`src/rtl/key_debounce4_pkg.sv`:
```
// Shared types and constants for the four-key push-button debouncer.
package key_debounce4_pkg;

  localparam int unsigned NUM_KEYS         = 4;
  localparam int unsigned CNT_W            = 24;
  localparam int unsigned DEBOUNCE_DEFAULT = 1000000;

  typedef enum logic [1:0] {
    IDLE      = 2'd0,
    PRESS_CHK = 2'd1,
    PRESSED   = 2'd2,
    REL_CHK   = 2'd3
  } deb_state_e;

  // Debounced level is "pressed" until a candidate release has qualified.
  function automatic logic key_down(input deb_state_e s);
    return (s == PRESSED) || (s == REL_CHK);
  endfunction

endpackage

```
`src/rtl/key_debounce_ch.sv`:
```
// One debounce channel: 2-flop synchronizer, stability FSM with counter,
// registered press/release pulses and an LED that toggles on every press.
module key_debounce_ch
  import key_debounce4_pkg::*;
#(
  parameter int unsigned DEBOUNCE_CYCLES = DEBOUNCE_DEFAULT
) (
  input  logic clk,
  input  logic rst_n,
  input  logic key,
  output logic key_state,
  output logic key_press,
  output logic key_release,
  output logic led
);

  localparam logic [CNT_W-1:0] CNT_LAST = CNT_W'(DEBOUNCE_CYCLES - 1);

  logic [1:0]       sync_q;
  logic             key_sync;
  deb_state_e       state_q, state_d;
  logic [CNT_W-1:0] cnt_q, cnt_d;
  logic             key_state_q, key_state_d;
  logic             press_q, press_d;
  logic             rel_q, rel_d;
  logic             led_q;

  // Raw key is asynchronous; idle level of the active-low button is 1.
  always_ff @(posedge clk or negedge rst_n) begin
    if (!rst_n) begin
      sync_q <= 2'b11;
    end else begin
      sync_q <= {sync_q[0], key};
    end
  end

  assign key_sync = sync_q[1];

  always_ff @(posedge clk or negedge rst_n) begin
    if (!rst_n) begin
      state_q <= IDLE;
      cnt_q   <= '0;
    end else begin
      state_q <= state_d;
      cnt_q   <= cnt_d;
    end
  end

  // A check state commits once the counter has seen the full window.
  always_comb begin
    state_d = state_q;
    cnt_d   = cnt_q;
    press_d = 1'b0;
    rel_d   = 1'b0;
    case (state_q)
      IDLE: begin
        if (!key_sync) begin
          state_d = PRESS_CHK;
          cnt_d   = '0;
        end
      end
      PRESS_CHK: begin
        if (cnt_q == CNT_LAST) begin
          state_d = PRESSED;
          cnt_d   = '0;
          press_d = 1'b1;
        end else if (key_sync) begin
          state_d = IDLE;
          cnt_d   = '0;
        end else begin
          cnt_d = cnt_q + CNT_W'(1);
        end
      end
      PRESSED: begin
        if (key_sync) begin
          state_d = REL_CHK;
          cnt_d   = '0;
        end
      end
      REL_CHK: begin
        if (cnt_q == CNT_LAST) begin
          state_d = IDLE;
          cnt_d   = '0;
          rel_d   = 1'b1;
        end else if (!key_sync) begin
          state_d = PRESSED;
          cnt_d   = '0;
        end else begin
          cnt_d = cnt_q + CNT_W'(1);
        end
      end
      default: begin
        state_d = IDLE;
        cnt_d   = '0;
      end
    endcase
    key_state_d = key_down(state_d);
  end

  // Outputs registered alongside the state so key_state tracks it exactly.
  always_ff @(posedge clk or negedge rst_n) begin
    if (!rst_n) begin
      key_state_q <= 1'b0;
      press_q     <= 1'b0;
      rel_q       <= 1'b0;
      led_q       <= 1'b0;
    end else begin
      key_state_q <= key_state_d;
      press_q     <= press_d;
      rel_q       <= rel_d;
      led_q       <= led_q ^ press_q;
    end
  end

  assign key_state   = key_state_q;
  assign key_press   = press_q;
  assign key_release = rel_q;
  assign led         = led_q;

endmodule

```
`src/rtl/key_debounce4.sv`:
```
// Four independent push-button debounce channels driving the board LEDs.
module key_debounce4
  import key_debounce4_pkg::*;
#(
  parameter int unsigned DEBOUNCE_CYCLES = DEBOUNCE_DEFAULT
) (
  input  logic                clk,
  input  logic                rst_n,
  input  logic [NUM_KEYS-1:0] key,
  output logic [NUM_KEYS-1:0] key_state,
  output logic [NUM_KEYS-1:0] key_press,
  output logic [NUM_KEYS-1:0] key_release,
  output logic [NUM_KEYS-1:0] led
);

  for (genvar i = 0; i < NUM_KEYS; i++) begin : g_ch
    key_debounce_ch #(
      .DEBOUNCE_CYCLES(DEBOUNCE_CYCLES)
    ) u_ch (
      .clk        (clk),
      .rst_n      (rst_n),
      .key        (key[i]),
      .key_state  (key_state[i]),
      .key_press  (key_press[i]),
      .key_release(key_release[i]),
      .led        (led[i])
    );
  end

endmodule

```
`config.mk`:
```
export PLATFORM = sky130hd
export DESIGN_NAME = key_debounce4
export DESIGN_NICKNAME = d
export VERILOG_FILES = /design/src/rtl/key_debounce4_pkg.sv /design/src/rtl/key_debounce_ch.sv /design/src/rtl/key_debounce4.sv
export SDC_FILE = /design/constraint.sdc
export NUM_CORES = 1
export LEC_CHECK = 0
export BUFFER_PORTS_ARGS = -buffer_cell sky130_fd_sc_hd__clkbuf_2
export CAP_MARGIN = 20
export CORE_MARGIN = 4
export CORE_UTILIZATION = 62
export DETAILED_ROUTE_END_ITERATION = 10
export PLACE_DENSITY = 0.8
export REMOVE_ABC_BUFFERS = 1
export SYNTH_ARGS = -nofsm -noshare
export SYNTH_HDL_FRONTEND = slang
export SYNTH_SLANG_ARGS = --single-unit
```
`constraint.sdc`:
```
create_clock -name clk -period 2.6 [get_ports clk]
set_input_delay 0.13 -clock clk [delete_from_list [all_inputs] [get_ports clk]]
set_output_delay 0.13 -clock clk [all_outputs]
set_load 0.005 [all_outputs]
```
Word-level counts from Yosys, hierarchy flattened --
Cells that the tools add are included.
Word-level totals: RAM bits 0, latch bits 0, register bits 128, bits of input ports 6, word-level logic and storage cells 148, bits in read-only memories 0, output and inout port bits 16, memories kept 0
Cells by class: eq/ne operators 32, shift operators 0, reductions and logical operators 12, $mul 0, muxes and demuxes 68, divide/modulo/power cells 0, bitwise logic cells 4, add/sub/neg operators 4, magnitude comparators 0
Operators by type and width (count):
- 24-bit two-way mux | 24
- 24-bit one-hot mux with 4 select lines | 4
- 24-bit by 1-bit adder with 24-bit output, second input constant | 4
- 24-bit by 20-bit equality test with 1-bit output, second input constant | 4
- 2-bit two-way mux | 24
- 2-bit equality test, second input constant | 16
- 2-bit one-hot mux with 4 select lines | 4
- 1-bit two-way mux | 12
- 2-bit by 1-bit equality test with 1-bit output, second input constant | 4
- 2-bit zero test | 4
- 2-bit by 1-bit != test with 1-bit output, second input constant | 4
- 2-bit != test, second input constant | 4
- 2-bit AND reduction | 4
- 1-bit logical OR | 4
- 1-bit XOR | 4

Logic depth before layout (Yosys ltp) --
depth after elaboration 5, gate-level depth with buffers 8, depth with buffers taken out 6

By module --
From an unflattened synthesis, not the netlist that was laid out.
Second synthesis, totals: cells, all modules 689, area, all modules 6598.8 µm²
By module, submodules not included:
- key_debounce_ch (g_ch[1].u_ch ...) | area each 1649.1 µm², seq. area each 778.2 µm², times used 2, cells an instance 172
- key_debounce_ch (g_ch[3].u_ch) | area each 1676.6 µm², seq. area each 778.2 µm², times used 1, cells an instance 176
- key_debounce_ch (g_ch[0].u_ch) | area each 1624.1 µm², seq. area each 778.2 µm², times used 1, cells an instance 169

Least setup slack after synthesis --
OpenSTA, ideal clock, no wires.
kind register -> register, from reg g_ch[1].u_ch.cnt_q[7], to reg g_ch[1].u_ch.cnt_q[3], setup time 121 ps, period minus slack after synthesis 1949 ps, cell stages (with the launch flop) 7, path buffers 2, data arrival time 1828 ps, setup slack 651 ps, required time 2479 ps, cell sequence dfrtp_1 clkbuf_1 or4_1 o31a_1 buf_6 a21o_1 a22o_1
On the way: longest elaborated chain between the ends 3, elaborated cells on any way between the ends 4, classes of those cells 1 x eq/ne; 3 x mux
RTL lines:
- from (decl) | line key_debounce_ch.sv:22 | logic [CNT_W-1:0] cnt_q, cnt_d;
- from (signal assigned) | line key_debounce_ch.sv:45 | cnt_q <= cnt_d;
- 24-bit by 20-bit equality test with 1-bit output (*) | line key_debounce_ch.sv:63, key_debounce_ch.sv:81
- 24-bit two-way mux, on equally long branches | line key_debounce_ch.sv:81, key_debounce_ch.sv:63
- 24-bit one-hot mux with 4 select lines (*) | line key_debounce_ch.sv:55 | case (state_q)
Mark *: on every way between the ends. The rest lies on a longest branch, timed or not. A chain may end at the register's enable or synchronous reset.

Worst setup path after layout --
from reg g_ch[1].u_ch.cnt_q[16], to reg g_ch[1].u_ch.cnt_q[12]
The elaborated chain is that of the path after synthesis.

==> run summary <==
status - finished clean
Achievable Freq - 0.434 GHz
Final Util - 72.1%
H-Tree Level Count - 4
initial antenna violation count - 0
Yosys cell types - 47
post-synthesis sequential area ratio - 48.2%
VDD IR max - 595 µV
Critical path buffers and inverters - 1
hold_buf cts - 5
# resized after CTS - 0
dpl cells - 849
RR Startpoint - g_ch[1].u_ch.cnt_q[16]
crit path DAT - 2.71 ns
setup tns final - 0 ns
LEAKAGE - 0.00320 µW
placed inst area - 6830 µm²
Post-CTS Setup Bufs - 0
die width - 112 µm
Vias/cell - 6.52
post-layout min period - 2.30 ns
sequential group share of total power - 43.7%
1st-iter DRT viols - 605
Routability Congestion - 0.915
drc violations - 0
Post-Synth Simple-Gate Area - 24.3%
largest net degree at the start of global routing - 52
CP top delay family - compound AO/OA/AOI/OAI gates
Hold Crit Class - in -> async
global-route wire length before repair - 26400 µm
vias in the first global route - 5499
RSZ-0062 raised after global routing - false
final WL - 15100 µm
Final Power - 4730 µW
Num CTS Buffers - 17
Post-Layout Cell Count - 887
ys async rst share - 100%
count of final setup violators - 0
R2R Path End - g_ch[1].u_ch.cnt_q[12]
Clk pwr share - 51.8%
CP Launch Type - flop
compound-gate portion of the synthesized area - 17.9%
reg2reg path depth - 6
CP Launch Point - g_ch[1].u_ch.cnt_q[16]
Data required, critical path - 3.01 ns
Main synth FF type - dfrtp_1
Area growth syn-to-layout - 12.7%
layout cells sized above 1 - 11.6%
area of the multi-input gates - 3160 µm²
P per Cell Area - 630 nW/µm²
fin area - 7510 µm²
logic gate share of total power - 4.5%
EDFF count, synth - 0
clock sink total - 128
CP Max Fanout - 34
crit end category - flop
Hold Vio Cnt, Final - 0
critical path's slowest cell - or4_1
syn_area_per_cell - 9.21 µm²
period utilization - 88.6%
CP max stage delay - 0.46 ns
DRT antenna net count - 0
post-synthesis mux area share - 0.957%
antenna fix cells - 0
grt ovf - 0
clk buf depth - 2
Initial DRT Pass Iterations - 5
reg2reg setup slack - 0.30 ns
Vias - 5786
Crit Path Category - reg -> reg
Synth Area in Adders - 0.751%
fill count - 730
final net count - 748
crit-path cells - nand4_1 -> or4_1 -> o31a_1 -> buf_4 -> a21o_1 -> a22o_1
worst slew pin tran - 0.775 ns
Clock Latency Late Sink - 0.52 ns
Int Power - 3710 µW
Post-DP HPWL - 9640 µm
Ys Warns - 0
I/O pin cnt - 22
largest family of logic cells by synthesized area - simple AND/OR/NAND/NOR gates
Clock Tree Root - clkbuf_8
clock skew - 0.00727 ns
Placeable Area - 10400 µm²
area of the die - 12500 µm²
GRT Overall Usage - 25.3%
Final Slew Violations - 0
switching share of power - 21.5%
Switching Power - 1020 µW
num rows - 37
Max Cap Violations - 0
Worst-path clk slew - 0.06 ns
Port Buffers - 21
area of the mapped netlist - 6670 µm²
post-synthesis instance total - 724
WL per Instance - 17.0 µm
Synth Register Bits - 128
DIE HEIGHT - 112 µm
commonest non-fill, non-tap cell in the layout - dfrtp_1
most frequent cells in the layout - 120 x dfrtp_1, 86 x nand2_1, 55 x nand3_1
Slew headroom - 47.9%
xor and xnor fraction of the mapped netlist area - 3.42%
sequential cell area - 3210 µm²
CTS tree - done
Initial Util - 64.0%
[synthesized netlist by cell type, types with 10 or more instances]
| library cell | count | share of area, % |
|---|---|---|
| dfrtp_1 | 120 | 45 |
| nand2_1 | 86 | 4.8 |
| nand3_1 | 55 | 4.1 |
| a31oi_1 | 53 | 5.0 |
| nor2_1 | 51 | 2.9 |
| a21oi_1 | 45 | 3.4 |
| o21ai_0 | 27 | 2.0 |
| clkbuf_1 | 23 | 1.3 |
| nand4_1 | 22 | 2.1 |
| xnor2_1 | 18 | 2.4 |
| buf_4 | 16 | 1.8 |
| nor3_1 | 14 | 1.1 |
| a21o_1 | 13 | 1.5 |
| a22o_1 | 13 | 1.7 |
| and4_1 | 13 | 1.7 |
| inv_1 | 12 | 0.68 |
| o211ai_1 | 11 | 1.2 |
| and2_1 | 10 | 0.94 |
| and3_1 | 10 | 0.94 |
| nor4_1 | 10 | 0.94 |
[registers in the layout, summed over array words and instances, names as in the netlist]
register               cells
g_ch.u_ch.cnt_q           96
g_ch.u_ch.key_press        4
g_ch.u_ch.key_release      4
g_ch.u_ch.key_state        4
g_ch.u_ch.led              4
g_ch.u_ch.state_q          8
g_ch.u_ch.sync_q           8
[cell type report]
type | instances | area share (%)
Sequential cell | 128 | 42.8
Multi-Input combinational cell | 537 | 42.1
Clock buffer | 27 | 6.82
Timing Repair Buffer | 42 | 4.07
Tap cell | 136 | 2.27
Clock inverter | 5 | 1.33
Inverter | 12 | 0.600
[routing by layer]
layer	GRT usage (%)	part of all wire [%]
met5	0	0
met3	5.98	5.7
met2	40.2	48
met4	7.87	1.2
met1	34.7	45
[worst max path at each step]
stage | to | slack (ns) | cells past startpoint
after floorplan | g_ch[3].u_ch.cnt_q[22] | 0.04 | 6
after global placement | g_ch[3].u_ch.cnt_q[17] | 0.28 | 6
after detailed placement | g_ch[0].u_ch.cnt_q[5] | 0.26 | 6
after CTS | g_ch[0].u_ch.cnt_q[20] | 0.20 | 6
after global routing | g_ch[1].u_ch.cnt_q[12] | 0.15 | 6
final | g_ch[1].u_ch.cnt_q[12] | 0.30 | 6
[cell families (layout without fill, tap and decap cells)]
family / Yosys count / count (layout)
xor+xnor: 26 / 26
simple gates: 315 / 315
buf+inv: 59 / 86
flops: 128 / 128
mux: 6 / 6
compound gates: 186 / 186
fa+ha+maj: 4 / 4
[stage by stage]
stage | hold slack [ns] | setup slack [ns]
2_1_floorplan | -0.166 | 0.0368
3_3_place_gp | 0.184 | 0.278
3_5_place_dp | 0.192 | 0.256
4_1_cts | 0.189 | 0.203
5_1_grt | 0.219 | 0.148
6_report | 0.171 | 0.297
[power by group through the flow]
stage | clock, µW | combinational [µW] | sequential [µW]
finish | 2450 | 215 | 2070
global route | 2590 | 242 | 2070
CTS | 2470 | 213 | 2060
detailed placement | 0 | 205 | 2100
global placement | 0 | 195 | 2100
floorplan | 0 | 113 | 2090
Note: power is estimated with default switching activity, not from simulation.
